<file path="src/rtl/mbist_mem_arb.sv">
// mbist_mem_arb
//   Two-master arbiter for a single SRAM port. Master 0 is the wishbone burst
//   path and master 1 is the BIST engine. Ties go round-robin, and the first
//   tie after reset goes to master 0. An owner that holds the port while the
//   other master waits is preempted after MAX_HOLD cycles, unless its lock is
//   high. Reads are tagged with the issuing master so that data returning two
//   cycles later reaches that master even if ownership has changed.
//
//   Build option: define MBIST_ARB_TURNAROUND_EN to insert one idle TURN
//   cycle after every ownership exit.
//
// Ports
//   wb_clk_i, wb_rst_i          clock, asynchronous active-high reset
//   mN_req, mN_lock             master N request / burst lock (N = 0, 1)
//   mN_cs/addr/we/wmask/wdata   master N access attributes
//   mN_gnt                      master N owns the SRAM port (registered)
//   mN_rvalid, mN_rdata         read data return to master N
//   mem_req/cs/addr/we/wmask/wdata, mem_rdata   shared SRAM port
//   arb_busy                    arbiter not idle (registered)
module mbist_mem_arb #(
    parameter int BIST_ADDR_WD = 9,
    parameter int BIST_DATA_WD = 32,
    parameter int BIST_CS_WD   = 2,
    parameter int MAX_HOLD     = 16
) (
    input  logic                      wb_clk_i,
    input  logic                      wb_rst_i,

    input  logic                      m0_req,
    input  logic                      m0_lock,
    input  logic [BIST_CS_WD-1:0]     m0_cs,
    input  logic [BIST_ADDR_WD-1:0]   m0_addr,
    input  logic                      m0_we,
    input  logic [BIST_DATA_WD/8-1:0] m0_wmask,
    input  logic [BIST_DATA_WD-1:0]   m0_wdata,
    output logic                      m0_gnt,
    output logic                      m0_rvalid,
    output logic [BIST_DATA_WD-1:0]   m0_rdata,

    input  logic                      m1_req,
    input  logic                      m1_lock,
    input  logic [BIST_CS_WD-1:0]     m1_cs,
    input  logic [BIST_ADDR_WD-1:0]   m1_addr,
    input  logic                      m1_we,
    input  logic [BIST_DATA_WD/8-1:0] m1_wmask,
    input  logic [BIST_DATA_WD-1:0]   m1_wdata,
    output logic                      m1_gnt,
    output logic                      m1_rvalid,
    output logic [BIST_DATA_WD-1:0]   m1_rdata,

    output logic                      mem_req,
    output logic [BIST_CS_WD-1:0]     mem_cs,
    output logic [BIST_ADDR_WD-1:0]   mem_addr,
    output logic                      mem_we,
    output logic [BIST_DATA_WD/8-1:0] mem_wmask,
    output logic [BIST_DATA_WD-1:0]   mem_wdata,
    input  logic [BIST_DATA_WD-1:0]   mem_rdata,

    output logic                      arb_busy
);

    // +2 keeps the counter at least one bit wide even for MAX_HOLD = 0
    localparam int HOLD_WD = $clog2(MAX_HOLD + 2);
    localparam logic [HOLD_WD-1:0] HOLD_MAX = HOLD_WD'(MAX_HOLD);

`ifdef MBIST_ARB_TURNAROUND_EN
    typedef enum logic [1:0] {IDLE, OWN0, OWN1, TURN} state_t;
`else
    typedef enum logic [1:0] {IDLE, OWN0, OWN1} state_t;
`endif

    state_t               state;
    state_t               state_nxt;
    logic                 rr_last;
    logic [HOLD_WD-1:0]   hold_cnt;
    logic                 own_req;
    logic                 own_lock;
    logic                 oth_req;
    logic                 leave;
    logic                 sel1;

    // read-return pipeline: {valid, owner} per stage
    logic                 rd_v0, rd_o0, rd_v1, rd_o1;

    always_comb begin
        sel1     = (state == OWN1);
        own_req  = sel1 ? m1_req  : m0_req;
        own_lock = sel1 ? m1_lock : m0_lock;
        oth_req  = sel1 ? m0_req  : m1_req;
        // only meaningful while in OWN0/OWN1
        leave    = !own_lock && (!own_req || hold_cnt == HOLD_MAX);
    end

    always_comb begin
        state_nxt = state;
        case (state)
            OWN0, OWN1: begin
                if (leave) begin
`ifdef MBIST_ARB_TURNAROUND_EN
                    state_nxt = TURN;
`else
                    if (oth_req)
                        state_nxt = (state == OWN0) ? OWN1 : OWN0;
                    else
                        state_nxt = IDLE;
`endif
                end
            end
            default: begin
                // IDLE, and TURN when present, arbitrate afresh
                if (m0_req && m1_req)
                    state_nxt = rr_last ? OWN0 : OWN1;
                else if (m0_req)
                    state_nxt = OWN0;
                else if (m1_req)
                    state_nxt = OWN1;
                else
                    state_nxt = IDLE;
            end
        endcase
    end

    always_ff @(posedge wb_clk_i or posedge wb_rst_i) begin
        if (wb_rst_i) begin
            state    <= IDLE;
            rr_last  <= 1'b1;
            hold_cnt <= '0;
            m0_gnt   <= 1'b0;
            m1_gnt   <= 1'b0;
            arb_busy <= 1'b0;
        end else begin
            state    <= state_nxt;
            m0_gnt   <= (state_nxt == OWN0);
            m1_gnt   <= (state_nxt == OWN1);
            arb_busy <= (state_nxt != IDLE);
            if (state == OWN0 || state == OWN1) begin
                if (leave) begin
                    rr_last  <= sel1;
                    hold_cnt <= '0;
                end else if (oth_req && !own_lock && hold_cnt != HOLD_MAX) begin
                    hold_cnt <= hold_cnt + HOLD_WD'(1);
                end
            end else begin
                hold_cnt <= '0;
            end
        end
    end

    // Shared port: the owner's attributes; master 0's when nobody owns it
    always_comb begin
        mem_req   = (state == OWN0 && m0_req) || (state == OWN1 && m1_req);
        mem_cs    = sel1 ? m1_cs    : m0_cs;
        mem_addr  = sel1 ? m1_addr  : m0_addr;
        mem_we    = sel1 ? m1_we    : m0_we;
        mem_wmask = sel1 ? m1_wmask : m0_wmask;
        mem_wdata = sel1 ? m1_wdata : m0_wdata;
    end

    always_ff @(posedge wb_clk_i or posedge wb_rst_i) begin
        if (wb_rst_i) begin
            rd_v0 <= 1'b0;
            rd_o0 <= 1'b0;
            rd_v1 <= 1'b0;
            rd_o1 <= 1'b0;
        end else begin
            rd_v0 <= mem_req & ~mem_we;
            rd_o0 <= sel1;
            rd_v1 <= rd_v0;
            rd_o1 <= rd_o0;
        end
    end

    assign m0_rvalid = rd_v1 & ~rd_o1;
    assign m1_rvalid = rd_v1 &  rd_o1;
    assign m0_rdata  = mem_rdata;
    assign m1_rdata  = mem_rdata;

endmodule

</file>
<file path="config.mk">
export PLATFORM = sky130hd
export DESIGN_NAME = mbist_mem_arb
export DESIGN_NICKNAME = d
export VERILOG_FILES = /design/src/rtl/mbist_mem_arb.sv
export SDC_FILE = /design/constraint.sdc
export NUM_CORES = 1
export LEC_CHECK = 0
export BUFFER_PORTS_ARGS = -buffer_cell sky130_fd_sc_hd__buf_2
export CAP_MARGIN = 20
export CORE_AREA = 2 2 97 99
export CTS_CLUSTER_DIAMETER = 60
export DETAILED_ROUTE_END_ITERATION = 16
export DIE_AREA = 0 0 99 101
export GPL_TIMING_DRIVEN = 0
export SYNTH_ARGS = -nofsm -noshare
export SYNTH_HDL_FRONTEND = slang
export SYNTH_SLANG_ARGS = --single-unit
</file>
<file path="constraint.sdc">
create_clock -name wb_clk_i -period 6.3 [get_ports wb_clk_i]
set_input_delay 1.89 -clock wb_clk_i [delete_from_list [all_inputs] [get_ports wb_clk_i]]
set_output_delay 1.89 -clock wb_clk_i [all_outputs]
set_load 0.005 [all_outputs]
</file>
# Word level (Yosys, flattened, before mapping)
# Cells that the tools add are included.
[totals] register_bits=15 inputBits=134 out_inout_bits=118
[op_classes] addsub=1 n_eq_ne=7 mux=19 n_bitwise=5 n_reduce_logical=14
[op_table] op="$mux W32" n=1
[op_table] op="$mux W2" n=9
[op_table] op="$mux W5" n=3
[op_table] op="$mux W9" n=1
[op_table] op="$logic_and A1 B1 Y1" n=6
[op_table] op="$add A5 B1 Y5 const B" n=1
[op_table] op="$eq A5 B5 Y1 const B" n=1
[op_table] op="$ne A5 B5 Y1 const B" n=1
[op_table] op="$eq A2 B1 Y1 const B" n=2
[op_table] op="$eq A2 B2 Y1 const B" n=2
[op_table] op="$mux W1" n=4
[op_table] op="$mux W4" n=1
[op_table] op="$and A1 B1 Y1" n=3
[op_table] op="$logic_or A1 B1 Y1" n=3
[op_table] op="$ne A3 B2 Y1 const B" n=1
[op_table] op="$logic_not A1 Y1" n=2
[op_table] op="$not A1 Y1" n=2
[op_table] op="$reduce_and A2 Y1" n=1
[op_table] op="$reduce_bool A2 Y1" n=1
[op_table] op="$reduce_or A2 Y1" n=1

# Logic depth before layout (Yosys ltp)
[logic_depth] depth_word=8 ltp_mapped=7 mapped_depth_nobuf=6

# Worst setup path before layout
# Ideal clock, no wire load.
[synth_timing] path_type="input port to output port" from="input m1_we" to="output mem_we" arrival_time_ps=2154 required_ps=4410 path_slack_ps=2256 cell_stages=1 path_buffers=0 path_cell_list="mux2_2"
[synth_between] elab_chain_len=1
[synth_lines] element="start: declaration" line="44" text="input logic m1_we,"
[synth_lines] element="$mux W1" line="154" text="mem_we = sel1 ? m1_we : m0_we;"
[synth_lines] element="end: declaration" line="54" text="output logic mem_we,"
# Every way passes these cells.

# Worst setup path in the final report
[layout_timing] from="input m1_req" to="output mem_req"
[layout_between] elab_chain_len=2
[layout_lines] element="start: declaration" line="40" text="input logic m1_req,"
[layout_lines] element="$logic_and A1 B1 Y1" line="151" text="mem_req = (state == OWN0 && m0_req) || (state == OWN1 && m1_req);"
[layout_lines] element="$logic_or A1 B1 Y1" line="151"
[layout_lines] element="end: declaration" line="51" text="output logic mem_req,"
# Every way passes these cells.

==> run_results.csv <==
group,metric,value,unit
status,status,"finished clean",
clock_network,htreeDepth,1,
synthesis,syn-num-nets,329,
synthesis,synth_edf_count,0,
sta,max_freq,0.2324,GHz
final_layout,fin_nets,553,
floorplan,start_util,20.49,%
sta,hold_viol,0,
job,max_cap_violations,0,
synthesis,syn_inst,191,
final_layout,area_growth,69.59,%
power_and_ir_drop,power_density,254.0,nW/um^2
grt,grt_pass1_wl,10.06,mm
synthesis,synthArstFlopShare,100.0,%
worst_hold_path,min_delay_path_depth,0,
placement,dp_slack,1.992,ns
sta,setup_viol,0,
routing,num_vias,2049,
synthesis,yosysWarnings,0,
floorplan,ios,252,
sta,worst_slew_pin_slew,0.5863,ns
sta,period_needed,4.303,ns
worst_setup_path,start_kind,"primary input",
grt,antenna_found_initial,1,
clock_network,cts-root-buf,"clkbuf_8",
synthesis,ys.flop_type,"dfrtp_1",
sta,rsz0062_at_grt,"no",
floorplan,die-area,9999,um^2
floorplan,rows,35,
synthesis,syn_area,1839,um^2
power_and_ir_drop,p_leak,0.001773,uW
floorplan,die_w,99,um
routing,first_iter_violations,23,
clock_network,numClockSinks,15,
placement,port_buffers,219,
sta,worst_slack,1.997,ns
final_layout,antenna-diode-count,0,
routing,final_antenna_net_count,0,
sta,skew,0.002109,ns
synthesis,syn_area_per_cell,9.630,um^2
sta,setup-tns-final,0,ns
clock_network,clk_pin_slew,0.06,ns
floorplan,core,8977,um^2
synthesis,synth_cell_types,33,
grt,first_global_vias,1985,
synthesis,synth_seq_cells,15,
power_and_ir_drop,power,792.4,uW
clock_network,cts_buffer_depth,2,
clock_network,cts_tree,"done",
sta,maxSlewViolCount,0,
placement,post-dp-hpwl,6.295,mm
final_layout,fin_util,34.75,%
clock_network,clock_latency,0.25,ns
routing,post-route-drc-count,0,
clock_network,cts_hold_buffers,0,
routing,wl_per_cell,13.34,um
power_and_ir_drop,ir_drop,0.08335,mV
worst_setup_path,reg2regPathDepth,6,
routing,vias_per_cell,3.903,
grt,grt_max_degree,16,
routing,dr.pass1.iters,4,
worst_setup_path,cp.required,4.41,ns
worst_hold_path,min_path_type,"reg2reg",
sta,max-slew-margin-rel,60.91,%
worst_setup_path,endpoint_kind,"output pin",
worst_setup_path,crit_type,"in2out",
grt,grt_usage,12.66,%
clock_network,post_cts_resized,0,
final_layout,filler_cell_count,965,
clock_network,cts_setup_buffers,0,
floorplan,die_h,101,um
grt,grt_overflow,0,
worst_setup_path,cp.arrival,2.41,ns
worst_setup_path,crit_fanout,7,
clock_network,cts_buffers,3,
synthesis,seq_area_frac_synth,20.48,%
routing,wl,7.004,mm
final_layout,layout-drive-gt1-share,82.85,%
sta,finalCritPeriodShare,68.31,%
placement,gp_congestion,0.8241,
==> layout make-up <==
type                       count  area [um^2]  share of cell area, %
buffer                        70        513.0                  16.45
clock buffer                   4        45.04                  1.444
inverter                       5        18.77                 0.6017
multi-input combinational    101        930.9                  29.84
sequential                    15        376.6                  12.07
tap                          111        138.9                  4.452
timing repair buffer         219         1096                  35.14
==> cell families (layout without fill, tap and decap cells) <==
kind of cell | count (synthesis) | count (layout) | share of synthesized area [%]
xor+xnor | 4 | 4 | 1.905
simple gates | 27 | 27 | 8.503
fa+ha+maj | 4 | 4 | 2.721
mux | 54 | 54 | 32.86
flops | 15 | 15 | 20.48
compound gates | 12 | 12 | 4.626
buf+inv | 75 | 298 | 28.91
==> cell usage in the layout, fill, tap and decap left out, drive strengths merged <==
| cell | netlist | layout |
|---|---|---|
| buf | 67 | 286 |
| mux2 | 51 | 51 |
| dfrtp | 14 | 14 |
| nor2 | 8 | 8 |
| clkbuf | 3 | 7 |
| inv | 5 | 5 |
| ha | 4 | 4 |
| mux2i | 3 | 3 |
| nand4 | 3 | 3 |
| xor2 | 3 | 3 |
| nand2 | 3 | 3 |
| and2 | 3 | 3 |
| o21ai | 3 | 3 |
| nand2b | 2 | 2 |
| a21oi | 2 | 2 |
| o21a | 2 | 2 |
| nor2b | 2 | 2 |
| and4bb | 1 | 1 |
| or2b | 1 | 1 |
| or4bb | 1 | 1 |
| and3 | 1 | 1 |
| a32oi | 1 | 1 |
| nor3 | 1 | 1 |
| a32o | 1 | 1 |
| a21o | 1 | 1 |
| o211a | 1 | 1 |
| or3b | 1 | 1 |
| a22o | 1 | 1 |
| xnor2 | 1 | 1 |
| dfstp | 1 | 1 |
==> synthesized netlist by cell type (3+ instances only) <==
cell / instances / area share (%)
nand4_1: 3 / 1.0
nand2_1: 3 / 0.61
mux2i_1: 3 / 1.6
xor2_1: 3 / 1.4
nor2_1: 8 / 1.6
buf_4: 64 / 26
inv_1: 5 / 1.0
dfrtp_1: 14 / 19
clkbuf_1: 3 / 0.61
ha_1: 4 / 2.7
mux2_2: 51 / 31
and2_1: 3 / 1.0
==> critical path, stage by stage <==
cell	delay, ns
buf_2	0.14
a22o_1	0.25
buf_2	0.13
==> metrics by stage <==
stage               hold slack, ns  cells  instance area, um^2
detailed placement          0.3397    521                 3074
global route                0.3597    525                 3119
CTS                         0.3552    525                 3119
global placement            0.3356    521                 3074
floorplan                   0.3312    191                 1839
finish                      0.3495    525                 3119
==> final timing paths <==
kind / slack, ns / start / to
max reg2reg: 4.24 / state[0] / arb_busy
max in group asynchronous: 4.24 / wb_rst_i / rd_o0
min in group asynchronous: 1.69 / wb_rst_i / rd_o1
max: 2.00 / m1_req / mem_req
min reg2reg: 0.35 / rd_o0 / rd_o1
min: 0.35 / rd_o0 / rd_o1
==> metal layers <==
layer  global-route usage (%)  wire, um
met5                        0         0
met4                    1.791        33
met3                    3.537       663
met1                    14.79      2604
met2                    23.49      3703
==> registers in the layout, indices dropped and copies added, names as in the netlist <==
name      flops
hold_cnt      5
rd_v0         1
state         2
m1_gnt        1
rd_o1         1
rr_last       1
rd_v1         1
rd_o0         1
arb_busy      1
m0_gnt        1
==> report_power, final <==
group / internal [uW] / leakage (uW) / switching (uW)
sequential: 129 / 0.000195 / 13.4
combinational: 317 / 0.00156 / 255
clock: 44.8 / 0.0000228 / 34.0
No activity file was read; power rests on OpenSTA's default activity.
